File: config.mk
export PLATFORM = sky130hd
export DESIGN_NAME = riscv_mc_seq
export DESIGN_NICKNAME = d
export VERILOG_FILES = /design/src/rtl/riscv_pkg.sv /design/src/rtl/riscv_mc_wait_cnt.sv /design/src/rtl/riscv_mc_seq.sv
export SDC_FILE = /design/constraint.sdc
export NUM_CORES = 1
export LEC_CHECK = 0
export CORE_MARGIN = 8
export CORE_UTILIZATION = 52
export CTS_CLUSTER_DIAMETER = 120
export CTS_CLUSTER_SIZE = 10
export DETAILED_ROUTE_END_ITERATION = 8
export PLACE_DENSITY = 0.78
export SYNTH_ARGS = -nofsm -noshare
export SYNTH_HDL_FRONTEND = slang
export SYNTH_SLANG_ARGS = --single-unit
export TNS_END_PERCENT = 10
File: constraint.sdc
create_clock -name clk -period 4.4 [get_ports clk]
set_input_delay 0.66 -clock clk [delete_from_list [all_inputs] [get_ports clk]]
set_output_delay 0.66 -clock clk [all_outputs]
set_load 0.02 [all_outputs]
File: src/rtl/riscv_pkg.sv
// Shared constants for the RV64I multi-cycle sequencer.
// Holds the base opcodes, the FSM state type and the datapath select encodings.
package riscv_pkg;

  localparam logic [6:0] OP_IMM    = 7'b0010011;
  localparam logic [6:0] LUI       = 7'b0110111;
  localparam logic [6:0] AUIPC     = 7'b0010111;
  localparam logic [6:0] OP        = 7'b0110011;
  localparam logic [6:0] JAL       = 7'b1101111;
  localparam logic [6:0] JALR      = 7'b1100111;
  localparam logic [6:0] BRANCH    = 7'b1100011;
  localparam logic [6:0] LOAD      = 7'b0000011;
  localparam logic [6:0] STORE     = 7'b0100011;
  localparam logic [6:0] MISC_MEM  = 7'b0001111;
  localparam logic [6:0] SYSTEM    = 7'b1110011;
  localparam logic [6:0] OP_IMM_32 = 7'b0011011;
  localparam logic [6:0] OP_32     = 7'b0111011;

  typedef enum logic [2:0] {
    S_FETCH,
    S_DECODE,
    S_EXEC,
    S_MEM,
    S_WB,
    S_TRAP
  } state_e;

  localparam logic [1:0] PC_PLUS4 = 2'd0;
  localparam logic [1:0] PC_IMM   = 2'd1;
  localparam logic [1:0] PC_ALU   = 2'd2;

  localparam logic [1:0] RF_ALU  = 2'd0;
  localparam logic [1:0] RF_LOAD = 2'd1;
  localparam logic [1:0] RF_PC4  = 2'd2;

  localparam logic [1:0] ALU_ADD    = 2'b00;
  localparam logic [1:0] ALU_BRANCH = 2'b01;
  localparam logic [1:0] ALU_FUNCT  = 2'b10;

  localparam logic [1:0] TC_NONE    = 2'd0;
  localparam logic [1:0] TC_ILLEGAL = 2'd1;
  localparam logic [1:0] TC_SYSTEM  = 2'd2;
  localparam logic [1:0] TC_BUS     = 2'd3;

  // SYSTEM counts as known here; it is trapped separately with its own cause.
  function automatic logic is_known_opcode(input logic [6:0] op);
    case (op)
      OP_IMM, LUI, AUIPC, OP, JAL, JALR, BRANCH, LOAD, STORE,
      MISC_MEM, SYSTEM, OP_IMM_32, OP_32: is_known_opcode = 1'b1;
      default:                            is_known_opcode = 1'b0;
    endcase
  endfunction

endpackage

File: src/rtl/riscv_mc_wait_cnt.sv
// Memory wait-cycle counter: counts cycles a request goes unanswered and
// flags expiry once MEM_TIMEOUT wait cycles have elapsed.
module riscv_mc_wait_cnt #(
  parameter int unsigned MEM_TIMEOUT = 255
) (
  input  logic clk,
  input  logic rst_n,
  input  logic clear_i,
  input  logic enable_i,
  output logic expired_o
);

  localparam logic [15:0] LIMIT = 16'(MEM_TIMEOUT);

  logic [15:0] cnt_q, cnt_d;

  // Saturates at the limit; the sequencer leaves the waiting state right after.
  always_comb begin
    cnt_d = cnt_q;
    if (clear_i) begin
      cnt_d = '0;
    end else if (enable_i && (cnt_q != LIMIT)) begin
      cnt_d = cnt_q + 16'd1;
    end
  end

  always_ff @(posedge clk or negedge rst_n) begin
    if (!rst_n) begin
      cnt_q <= '0;
    end else begin
      cnt_q <= cnt_d;
    end
  end

  assign expired_o = (cnt_q == LIMIT);

endmodule

File: src/rtl/riscv_mc_seq.sv
// Multi-cycle sequencer for the RV64I core: steps the shared datapath through
// FETCH/DECODE/EXEC/MEM/WB, drives memory handshakes and counts retirements.
module riscv_mc_seq
  import riscv_pkg::*;
#(
  parameter int unsigned MEM_TIMEOUT = 255,
  parameter int unsigned CNT_W       = 64
) (
  input  logic             clk,
  input  logic             rst_n,
  input  logic [6:0]       opcode,
  input  logic             branch_taken,
  output logic             imem_req,
  input  logic             imem_rvalid,
  output logic             dmem_req,
  output logic             dmem_we,
  input  logic             dmem_rvalid,
  output logic             ir_we,
  output logic             pc_we,
  output logic [1:0]       pc_sel,
  output logic             rf_we,
  output logic [1:0]       rf_wsel,
  output logic             alu_src,
  output logic [1:0]       alu_op,
  output logic             halted,
  output logic [1:0]       trap_cause,
  output logic [CNT_W-1:0] instret
);

  state_e           state_q, state_d;
  logic [1:0]       cause_q, cause_d;
  logic [CNT_W-1:0] instret_q;
  logic             retire;
  logic             waitClear, waitEnable, waitExpired;

  // The counter restarts whenever the state changes, i.e. on entry to FETCH or MEM.
  assign waitClear  = (state_d != state_q);
  assign waitEnable = ((state_q == S_FETCH) && !imem_rvalid) ||
                      ((state_q == S_MEM)   && !dmem_rvalid);

  riscv_mc_wait_cnt #(
    .MEM_TIMEOUT(MEM_TIMEOUT)
  ) u_wait_cnt (
    .clk      (clk),
    .rst_n    (rst_n),
    .clear_i  (waitClear),
    .enable_i (waitEnable),
    .expired_o(waitExpired)
  );

  always_comb begin
    state_d  = state_q;
    cause_d  = cause_q;
    retire   = 1'b0;
    imem_req = 1'b0;
    ir_we    = 1'b0;
    dmem_req = 1'b0;
    dmem_we  = 1'b0;
    pc_we    = 1'b0;
    pc_sel   = PC_PLUS4;
    rf_we    = 1'b0;
    rf_wsel  = RF_ALU;
    alu_src  = 1'b0;
    alu_op   = ALU_ADD;
    case (state_q)
      S_FETCH: begin
        imem_req = 1'b1;
        if (imem_rvalid) begin
          ir_we   = 1'b1;
          state_d = S_DECODE;
        end else if (waitExpired) begin
          state_d = S_TRAP;
          cause_d = TC_BUS;
        end
      end
      S_DECODE: begin
        if (!is_known_opcode(opcode)) begin
          state_d = S_TRAP;
          cause_d = TC_ILLEGAL;
        end else if (opcode == SYSTEM) begin
          state_d = S_TRAP;
          cause_d = TC_SYSTEM;
        end else begin
          state_d = S_EXEC;
        end
      end
      S_EXEC: begin
        case (opcode)
          OP, OP_32: begin
            alu_op  = ALU_FUNCT;
            state_d = S_WB;
          end
          OP_IMM, OP_IMM_32: begin
            alu_op  = ALU_FUNCT;
            alu_src = 1'b1;
            state_d = S_WB;
          end
          LUI, AUIPC: begin
            alu_src = 1'b1;
            state_d = S_WB;
          end
          LOAD, STORE: begin
            alu_src = 1'b1;
            state_d = S_MEM;
          end
          BRANCH: begin
            alu_op  = ALU_BRANCH;
            pc_we   = 1'b1;
            pc_sel  = branch_taken ? PC_IMM : PC_PLUS4;
            retire  = 1'b1;
            state_d = S_FETCH;
          end
          JAL: begin
            rf_we   = 1'b1;
            rf_wsel = RF_PC4;
            pc_we   = 1'b1;
            pc_sel  = PC_IMM;
            retire  = 1'b1;
            state_d = S_FETCH;
          end
          JALR: begin
            alu_src = 1'b1;
            rf_we   = 1'b1;
            rf_wsel = RF_PC4;
            pc_we   = 1'b1;
            pc_sel  = PC_ALU;
            retire  = 1'b1;
            state_d = S_FETCH;
          end
          default: begin
            pc_we   = 1'b1;
            retire  = 1'b1;
            state_d = S_FETCH;
          end
        endcase
      end
      S_MEM: begin
        dmem_req = 1'b1;
        dmem_we  = (opcode == STORE);
        if (dmem_rvalid) begin
          if (opcode == STORE) begin
            pc_we   = 1'b1;
            retire  = 1'b1;
            state_d = S_FETCH;
          end else begin
            state_d = S_WB;
          end
        end else if (waitExpired) begin
          state_d = S_TRAP;
          cause_d = TC_BUS;
        end
      end
      S_WB: begin
        rf_we   = 1'b1;
        rf_wsel = (opcode == LOAD) ? RF_LOAD : RF_ALU;
        pc_we   = 1'b1;
        retire  = 1'b1;
        state_d = S_FETCH;
      end
      default: begin
      end
    endcase
    // Strobes must be quiet while reset is held, even though the state reads FETCH.
    if (!rst_n) begin
      retire   = 1'b0;
      imem_req = 1'b0;
      ir_we    = 1'b0;
      dmem_req = 1'b0;
      dmem_we  = 1'b0;
      pc_we    = 1'b0;
      rf_we    = 1'b0;
    end
  end

  always_ff @(posedge clk or negedge rst_n) begin
    if (!rst_n) begin
      state_q   <= S_FETCH;
      cause_q   <= TC_NONE;
      instret_q <= '0;
    end else begin
      state_q <= state_d;
      cause_q <= cause_d;
      if (retire) begin
        instret_q <= instret_q + CNT_W'(1);
      end
    end
  end

  assign halted     = rst_n && (state_q == S_TRAP);
  assign trap_cause = cause_q;
  assign instret    = instret_q;

endmodule

==> flow_summary.json <==
{
  "drv_cap": 0,
  "clock-root-buffer": "clkbuf_8",
  "vias": 4528,
  "peakVddDrop_mv": 0.261,
  "timing.final.ws_setup_ns": 0.820,
  "hold_path.class": "primary input to asynchronous set/reset pin",
  "clock-sinks": 85,
  "io_buffers": 91,
  "p_per_area_mw_per_mm2": 369,
  "hold_slack_ns": 0.106,
  "grt_pass1_vias": 4405,
  "drive_gt1_share_pct": 7.22,
  "p_leak_nw": 2.36,
  "final_cell_mix": "90 x clkdlybuf4s50_1, 85 x dfrtp_1, 69 x xor2_1",
  "critical_path_class": "primary input to output pin",
  "die_w_um": 115,
  "ys_types": 59,
  "drc_errors": 0,
  "slew_violations": 0,
  "syn_nets": 544,
  "die_h_um": 115,
  "synth.avg_cell_area_um2": 9.61,
  "max_slew_margin_pct": 33.4,
  "worst_slew_pin_slew_ns": 0.999,
  "cts.clk_slew.worst_paths_ns": 0.09,
  "post-cts-setup-buffer-count": 0,
  "core-area_mm2": 0.00964,
  "grtUsageTotal_pct": 20.7,
  "max_freq_mhz": 279,
  "cts_buffers": 9,
  "yosysWarnings": 0,
  "post_drt_wl_per_cell_um": 18.1,
  "synthArstFlopShare_pct": 100,
  "via_per_inst": 6.10,
  "hold_buffers": 0,
  "final_common_cell": "clkdlybuf4s50_1",
  "insertion_delay_ns": 0.36,
  "fin_crit_sh_pct": 81.4,
  "grt_pass1_wl_mm": 22.3,
  "design.portCount": 92,
  "critPathMaxFanout": 11,
  "crit_path_end_kind": "output pin",
  "antenna_cells": 0,
  "fin_skew_ns": 0.00776,
  "setup_viol": 0,
  "synth_flop_cell": "dfrtp_1",
  "ant_nets": 0,
  "nets": 618,
  "cts_max_level": 3,
  "rows": 36,
  "ys_ff_latch": 85,
  "clk_path_buf_depth": 2,
  "gp_congestion": 0.917,
  "crit_path_start_kind": "primary input",
  "synth_edf_count": 0,
  "grt_max_degree": 80,
  "setup_tns_ns": 0,
  "post-place-ws_ns": 0.825,
  "fin_crit_ns": 3.58,
  "drt_wl_total_mm": 13.4,
  "rsz0062_at_grt": "no",
  "rr_worst_depth": 6,
  "ys_seq_area_share_pct": 41.8,
  "arrival_ns": 2.92,
  "antenna_found_initial": 0,
  "syn_area_mm2": 0.00509,
  "gr-total-overflow": 0,
  "cts_tree": "done",
  "drt_iter0_drc": 396,
  "required_ns": 3.74,
  "status": "complete, no violations",
  "hpwl_mm": 9.32,
  "areaGrowthSynthToFinish_pct": 23.3,
  "initial_core_util_pct": 52.8,
  "final_hold_viol_count": 0,
  "postSynthCellCount": 530,
  "die_area_mm2": 0.0132,
  "first_pass_iters": 4,
  "final_core_util_pct": 65.1,
  "cts_resized": 0
}
==> worst paths after layout <==
check,slack (ns),to,start
min reg2reg,0.47,instret[63],instret[63]
min in group clk,0.47,instret[63],instret[63]
max in group asynchronous,3.08,state_q[0],rst_n
max,0.82,pc_we,opcode[3]
max reg2reg,1.63,instret[35],state_q[0]
min,0.11,u_wait_cnt.cnt_q[13],rst_n
==> worst max-delay path, stage by stage <==
cell	delay, ns
clkdlybuf4s50_1	0.61
nor3b_1	0.47
and3_1	0.28
nand2_2	0.07
nand2_1	0.19
clkdlybuf4s50_1	0.64
==> report_power, final <==
| group | leakage [nW] | internal, W | switching (W) |
|---|---|---|---|
| combinational | 1.24 | 0.000304 | 0.000424 |
| sequential | 1.03 | 0.000865 | 0.000160 |
| clock | 0.0996 | 0.000264 | 0.000300 |
==> stage by stage <==
stage          total power, W  cells  area (µm²)
5_1_grt               0.00245    742        6280
4_1_cts               0.00232    742        6280
2_1_floorplan         0.00145    530        5090
6_report              0.00232    742        6280
3_3_place_gp          0.00174    726        6080
3_5_place_dp          0.00176    726        6080
==> synthesized netlist by cell type (all sizes together) (2+ instances only) <==
| master | count | share of area (%) |
|---|---|---|
| and3 | 17 | 2.1 |
| o31a | 2 | 0.34 |
| or3 | 2 | 0.25 |
| a211oi | 34 | 5.0 |
| nand2 | 44 | 3.2 |
| or4 | 7 | 1.1 |
| o21ai | 7 | 0.69 |
| or3b | 2 | 0.34 |
| nor4 | 3 | 0.49 |
| ha | 2 | 0.49 |
| a31oi | 3 | 0.37 |
| nor3 | 9 | 0.88 |
| nand3 | 38 | 3.7 |
| xnor2 | 7 | 1.2 |
| a21oi | 18 | 1.8 |
| dfrtp | 85 | 42 |
| o2111ai | 3 | 0.52 |
| a21o | 4 | 0.59 |
| a211o | 2 | 0.34 |
| or2 | 3 | 0.37 |
| o22ai | 3 | 0.37 |
| nand4b | 2 | 0.34 |
| o22a | 2 | 0.34 |
| xor2 | 69 | 12 |
| and4 | 2 | 0.34 |
| nand3b | 3 | 0.44 |
| nand4 | 30 | 4.0 |
| nand2b | 6 | 0.74 |
| nor2b | 2 | 0.25 |
| nor3b | 2 | 0.29 |
| buf | 9 | 0.96 |
| a2111oi | 23 | 6.4 |
| clkbuf | 24 | 1.8 |
| inv | 12 | 0.88 |
| and2 | 5 | 0.61 |
| nor2 | 30 | 2.2 |
==> cells by family after synthesis <==
group,synth area share (%)
and+or+nand+nor,22.5
AOI/OAI and AO/OA,18.3
DFF,41.8
xor gates and xnor gates,13.1
buffers and inverters,3.61
adders and majority gates,0.491
muxes,0.221
==> metal layers <==
layer	GRT usage, %	share of wire (%)	wire length, µm	up-vias
li1	-	-	-	2126
met1	28.3	45	6020	2234
met2	32.1	48	6390	149
met3	4.36	6.3	844	19
met4	6.30	1.3	178	0
met5	0	0	0	-
==> final cells by class <==
cell class	count	area, µm²
clock buffer	9	124
clock inverter	7	73.8
fill	834	3360
inverter	12	45.0
multi-input combinational	400	2790
sequential	85	2130
tap	133	166
timing repair buffer	96	946
==> sequential cells by signal, indices dropped and copies added (netlist names) <==
name / flops
state_q: 3
u_wait_cnt.cnt_q: 16
trap_cause: 2
instret: 64
No activity file was read; power rests on OpenSTA's default activity.
